--- src/rtl/session_pkg.sv ---
// session_pkg: shared FSM state encoding and counter-width helper for the session controller
package session_pkg;
  typedef enum logic [3:0] {
    ENTRY, CHECK, LOCKOUT, GRANTED, CONFIG, READY, PLAY, PAUSE, MENU, SCORE, SCORE_ACK
  } state_t;
  function automatic int cnt_w(input int n);
    return (n <= 2) ? 1 : $clog2(n);
  endfunction
endpackage

--- src/rtl/cycle_window_timer.sv ---
// cycle_window_timer: start loads a CYCLES-long window; expired is high from the last in-window cycle onward (ports: clk, reset, start, expired)
module cycle_window_timer
  import session_pkg::*;
#(
  parameter int CYCLES = 8
) (
  input  logic clk,
  input  logic reset,
  input  logic start,
  output logic expired
);
  localparam int W = cnt_w(CYCLES);
  logic [W-1:0] cnt;
  logic         running;
  always_ff @(posedge clk) begin
    if (reset) begin
      cnt     <= '0;
      running <= 1'b0;
    end else if (start) begin
      cnt     <= W'(CYCLES - 1);
      running <= 1'b1;
    end else if (running && cnt != '0) begin
      cnt <= cnt - 1'b1;
    end
  end
  assign expired = running && cnt == '0;
endmodule

--- src/rtl/session_controller.sv ---
// session_controller: PIN entry with lockout, then config/ready/play/pause/menu/score sequencing (ports: clk, reset, load_password, pin_digit, pushButtonLoad_RNG, pushButtonLoad2, timeout -> load_sig_RNG, load_sig_2, reconfig, enable, passredled, passgreenled, locked, fail_count)
module session_controller
  import session_pkg::*;
#(
  parameter int                            DIGIT_W        = 4,
  parameter int                            PIN_LEN        = 4,
  parameter logic [PIN_LEN*DIGIT_W-1:0]    PIN_VALUE      = 16'h4014,
  parameter int                            MAX_FAILS      = 3,
  parameter int                            LOCKOUT_CYCLES = 1000,
  parameter int                            HOLD_CYCLES    = 50_000_000
) (
  input  logic                               clk,
  input  logic                               reset,
  input  logic                               load_password,
  input  logic [DIGIT_W-1:0]                 pin_digit,
  input  logic                               pushButtonLoad_RNG,
  input  logic                               pushButtonLoad2,
  input  logic                               timeout,
  output logic                               load_sig_RNG,
  output logic                               load_sig_2,
  output logic                               reconfig,
  output logic                               enable,
  output logic                               passredled,
  output logic                               passgreenled,
  output logic                               locked,
  output logic [$clog2(MAX_FAILS+1)-1:0]     fail_count
);
  localparam int IDX_W = cnt_w(PIN_LEN);
  localparam int FC_W  = $clog2(MAX_FAILS + 1);
  state_t             state, state_n;
  logic [IDX_W-1:0]   idx, idx_n;
  logic               mism, mism_n, armed, armed_n;
  logic [FC_W-1:0]    fail_n, fail_inc;
  logic               reconfig_n, win_start, win_exp, lock_start, lock_exp;
  logic [DIGIT_W-1:0] digits [PIN_LEN];
  for (genvar i = 0; i < PIN_LEN; i++) begin : g_digit
    assign digits[i] = PIN_VALUE[(PIN_LEN-1-i)*DIGIT_W +: DIGIT_W];
  end
  cycle_window_timer #(.CYCLES(HOLD_CYCLES)) u_win (
    .clk(clk), .reset(reset), .start(win_start), .expired(win_exp)
  );
  cycle_window_timer #(.CYCLES(LOCKOUT_CYCLES)) u_lock (
    .clk(clk), .reset(reset), .start(lock_start), .expired(lock_exp)
  );
  always_comb begin
    state_n    = state;
    idx_n      = idx;
    mism_n     = mism;
    armed_n    = armed;
    fail_n     = fail_count;
    fail_inc   = fail_count + 1'b1;
    reconfig_n = 1'b0;
    win_start  = 1'b0;
    lock_start = 1'b0;
    case (state)
      ENTRY: if (load_password) begin
        mism_n  = mism | (pin_digit != digits[idx]);
        idx_n   = idx + 1'b1;
        state_n = (idx == IDX_W'(PIN_LEN - 1)) ? CHECK : ENTRY;
      end
      CHECK: begin
        idx_n      = '0;
        mism_n     = 1'b0;
        fail_n     = mism ? fail_inc : '0;
        lock_start = mism && fail_inc == FC_W'(MAX_FAILS);
        state_n    = !mism ? GRANTED : lock_start ? LOCKOUT : ENTRY;
      end
      LOCKOUT: if (lock_exp) begin
        fail_n  = '0;
        state_n = ENTRY;
      end
      GRANTED: state_n = CONFIG;
      CONFIG: if (load_password) begin
        reconfig_n = 1'b1;
        state_n    = READY;
      end
      READY: state_n = load_password ? PLAY : READY;
      PLAY: if (timeout) state_n = SCORE;
        else if (load_password) begin
          state_n   = PAUSE;
          win_start = 1'b1;
          armed_n   = 1'b0;
        end
      PAUSE: if (load_password) begin
        state_n   = armed ? PLAY : MENU;
        win_start = !armed;
      end else if (win_exp) armed_n = 1'b1;
      MENU: if (load_password) state_n = ENTRY;
        else if (win_exp) begin
          reconfig_n = 1'b1;
          state_n    = CONFIG;
        end
      SCORE: state_n = load_password ? SCORE_ACK : SCORE;
      SCORE_ACK: state_n = load_password ? CONFIG : SCORE_ACK;
      default: begin
        state_n = ENTRY;
        idx_n   = '0;
        mism_n  = 1'b0;
        armed_n = 1'b0;
        fail_n  = '0;
      end
    endcase
  end
  always_ff @(posedge clk) begin
    if (reset) begin
      state        <= ENTRY;
      idx          <= '0;
      mism         <= 1'b0;
      armed        <= 1'b0;
      fail_count   <= '0;
      load_sig_RNG <= 1'b1;
      load_sig_2   <= 1'b0;
      reconfig     <= 1'b0;
      enable       <= 1'b0;
      passredled   <= 1'b1;
      passgreenled <= 1'b0;
      locked       <= 1'b0;
    end else begin
      state        <= state_n;
      idx          <= idx_n;
      mism         <= mism_n;
      armed        <= armed_n;
      fail_count   <= fail_n;
      load_sig_RNG <= (state_n == PLAY) ? pushButtonLoad_RNG : 1'b1;
      load_sig_2   <= (state_n == PLAY) && pushButtonLoad2;
      reconfig     <= reconfig_n;
      enable       <= state_n == PLAY;
      passredled   <= state_n inside {ENTRY, CHECK, LOCKOUT};
      passgreenled <= !(state_n inside {ENTRY, CHECK, LOCKOUT});
      locked       <= state_n == LOCKOUT;
    end
  end
endmodule

--- config.mk ---
export PLATFORM = sky130hd
export DESIGN_NAME = session_controller
export DESIGN_NICKNAME = d
export VERILOG_FILES = /design/src/rtl/session_pkg.sv /design/src/rtl/cycle_window_timer.sv /design/src/rtl/session_controller.sv
export SDC_FILE = /design/constraint.sdc
export NUM_CORES = 1
export LEC_CHECK = 0
export CORE_MARGIN = 4
export CORE_UTILIZATION = 63
export CTS_CLUSTER_DIAMETER = 60
export DETAILED_ROUTE_END_ITERATION = 8
export PLACE_DENSITY = 0.84
export SLEW_MARGIN = 15
export SYNTH_ARGS = -nofsm -noshare
export SYNTH_HDL_FRONTEND = slang
export SYNTH_SLANG_ARGS = --single-unit
--- constraint.sdc ---
create_clock -name clk -period 5.6 [get_ports clk]
set_input_delay 1.12 -clock clk [delete_from_list [all_inputs] [get_ports clk]]
set_output_delay 1.12 -clock clk [all_outputs]
set_load 0.02 [all_outputs]
==> impl_metrics.json <==
{
  "row_count": 24,
  "avgRoutedWirePerCell_um": 15.3,
  "grt_max_degree": 44,
  "min_path_type": "reg2reg",
  "finalWorstSetupSlack_ns": 2.54,
  "post-cts-setup-buffers": 0,
  "worstMarginPinSlew_ns": 0.725,
  "final-hold-violation-count": 0,
  "final_common_cell": "dfxtp_1",
  "crit_family": "compound AO/OA/AOI/OAI gates",
  "ios": 19,
  "final-setup-viol-count": 0,
  "place_ws_ns": 2.25,
  "fin_setup_tns_ns": 0,
  "p_leak_uw": 0.00112,
  "place_inst": 398,
  "placed_cell_area_um2": 3080,
  "dr.first_iter.drc_count": 221,
  "crit_required_ns": 5.79,
  "routed_wirelength_um": 6210,
  "grt.total_usage_pct": 23.2,
  "drive_gt1_share_pct": 4.52,
  "cts_resized": 0,
  "synth_compound_area_share_pct": 19.9,
  "n_fill_cell": 351,
  "cap_violations": 0,
  "synth_top_cell_by_area": "dfxtp_1",
  "synth_xor_area_share_pct": 6.67,
  "power_density_nw_per_um2": 209,
  "fp.dieW_um": 75.7,
  "layout_common_cells": "dfxtp_1 (55), a21oi_1 (29), nor2_1 (27)",
  "fp.dieArea_um2": 5730,
  "cts_root_buffer": "clkbuf_8",
  "holdWs_ns": 0.503,
  "hold_end": "u_win.cnt[11]$_SDFFE_PP0P_",
  "crit_chain": "clkdlybuf4s50_1, nand3b_1, o21ai_0, a211oi_1, o21ai_0, or3_1",
  "hold_depth": 2,
  "synth_fa_ha_area_share_pct": 2.60,
  "reg2reg_depth": 5,
  "drc": 0,
  "grt_pass1_wl_um": 10500,
  "vias": 2600,
  "fin_crit_sh_pct": 54.6,
  "rsz0062_at_grt": "no",
  "netlist_area_um2": 2890,
  "yosys_warnings": 0,
  "layout.area.seq_um2": 1100,
  "cp_data_arrival_time_ns": 3.25,
  "cp-end-kind": "flop",
  "syn_inst": 344,
  "synthSimpleGateAreaFrac_pct": 27.6,
  "worstSkewPairLatency_ns": 0.30,
  "cts_tree": "yes",
  "max_clock_freq_mhz": 327,
  "nets": 369,
  "synth.distinct_cells": 54,
  "rrSetupSlack_ns": 2.93,
  "stdcell_count": 406,
  "slew_headroom_pct": 51.2,
  "syn_avg_cell_area_um2": 8.39,
  "synthMuxAreaShare_pct": 0.737,
  "numCtsBuffers": 5,
  "status": "complete, no violations",
  "netlist.area_leader.share_pct": 38.1,
  "seq_area_frac_synth_pct": 38.1,
  "insertedDiodeCount": 0,
  "crit_buf_inv": 1,
  "gr-total-overflow": 0,
  "clock_sinks": 55,
  "ant_nets": 0,
  "htreeDepth": 2,
  "start_util_pct": 65.9,
  "critPathMaxStageDelay_ns": 0.65,
  "r2r_end": "load_sig_RNG$_SDFF_PP1_",
  "r2r-start": "u_win.cnt[8]$_SDFFE_PP0P_",
  "skew_ns": 0.00804,
  "final_area_um2": 3180,
  "cpMostUsedCell": "o21ai_0",
  "grt_pass1_vias": 2451,
  "async_flop_share_pct": 0,
  "start_kind": "input pin",
  "min_from": "u_win.cnt[11]$_SDFFE_PP0P_",
  "drt_pass1_iterations": 4,
  "cts_hold_buf": 0,
  "synth_top_family_by_area": "simple AND/OR/NAND/NOR gates",
  "multi_input_comb_area_um2": 1660,
  "antenna_found_initial": 0,
  "place_hpwl_um": 4380,
  "core_area_um2": 4380,
  "ys.flop_type": "dfxtp_1",
  "dieHeight_um": 75.7,
  "synth_edf_count": 0,
  "port_buffers": 18,
  "maxSlewViolCount": 0,
  "period_needed_ns": 3.06,
  "crit_slowest_cell": "clkdlybuf4s50_1",
  "critical_path_class": "in2reg",
  "synth_area_leaders": "dfxtp_1 (38%), xor2_1 (5.5%), a21oi_1 (5.0%), nor2_1 (3.5%), nor3_1 (3.1%)",
  "gp_congestion": 0.887,
  "ir_drop_mv": 0.141,
  "path_clk_slew_ns": 0.09,
  "synth_nets": 360,
  "clock_path_buffers": 2,
  "syn_to_final_growth_pct": 10.0,
  "ys_ff_latch": 55,
  "drt-vias-per-instance": 6.40,
  "path_max_fanout": 15
}
==> flip-flops by register name, summed over array words and instances (netlist names) <==
register and flops:
u_win.cnt 26, locked 1, u_lock.running 1, passredled 1, u_win.running 1, armed 1
load_sig_2 1, passgreenled 1, load_sig_RNG 1, idx 2, reconfig 1, mism 1
fail_count 2, state 4, enable 1, u_lock.cnt 10
==> cell families (layout without fill, tap and decap cells) <==
family	Yosys count	in the layout
xor+xnor	22	22
buf+inv	33	43
mux	2	2
fa+ha+maj	6	6
compound gates	90	90
simple gates	136	136
flops	55	55
==> synth_stat cells (all sizes together), types with 3 or more instances <==
library cell	instances
nand2b	7
nand3b	7
xnor2	4
or4	10
o21ai	14
o31ai	7
xor2	18
inv	15
dfxtp	55
nor2b	4
o2111ai	5
buf	6
nand3	7
or4b	3
nand2	14
a21oi	29
nor3b	5
a21o	3
o211ai	5
ha	6
nor3	18
nor4	8
or3	6
clkbuf	12
a31oi	12
nand4	10
nor2	27
==> where the power goes <==
part | internal [uW] | switching (uW)
sequential | 394 | 4.16
clock | 113 | 119
combinational | 16.0 | 18.8
==> worst max-delay path by stage <==
stage                  start                 endpoint  slack, ns  cells after the start
2_1_floorplan  load_password  load_sig_RNG$_SDFF_PP1_       3.07                      6
3_3_place_gp   load_password  load_sig_RNG$_SDFF_PP1_       2.32                      6
3_5_place_dp   load_password  load_sig_RNG$_SDFF_PP1_       2.25                      6
4_1_cts        load_password  load_sig_RNG$_SDFF_PP1_       2.56                      6
5_1_grt        load_password  load_sig_RNG$_SDFF_PP1_       2.38                      6
6_report       load_password  load_sig_RNG$_SDFF_PP1_       2.54                      6
==> per-stage QoR <==
stage	power [uW]	util [%]
2_1_floorplan	429	-
3_3_place_gp	441	70.2
3_5_place_dp	442	70.2
4_1_cts	674	72.5
5_1_grt	689	72.5
6_report	665	72.5
==> area by class of cell <==
class	instances	share of cell area, %
clock buffers	8	3.15
inverters	15	1.77
multi-input cells	256	52.2
flip-flops and latches	55	34.7
well taps	52	2.05
repair buffers	20	6.14
==> layer usage <==
layer / GRT usage (%) / vias to the layer above / part of all wire [%]
met5: 0 / - / 0
met4: 9.90 / 0 / 1.6
met3: 3.56 / 9 / 4.9
met2: 41.8 / 62 / 51
met1: 27.3 / 1220 / 42
li1: - / 1309 / -
==> tightest hold or removal path: stages (launching register included) <==
cell     delay, ns
dfxtp_1       0.34
o41ai_1       0.07
a21oi_1       0.05
(Power assumes the default switching activity.)
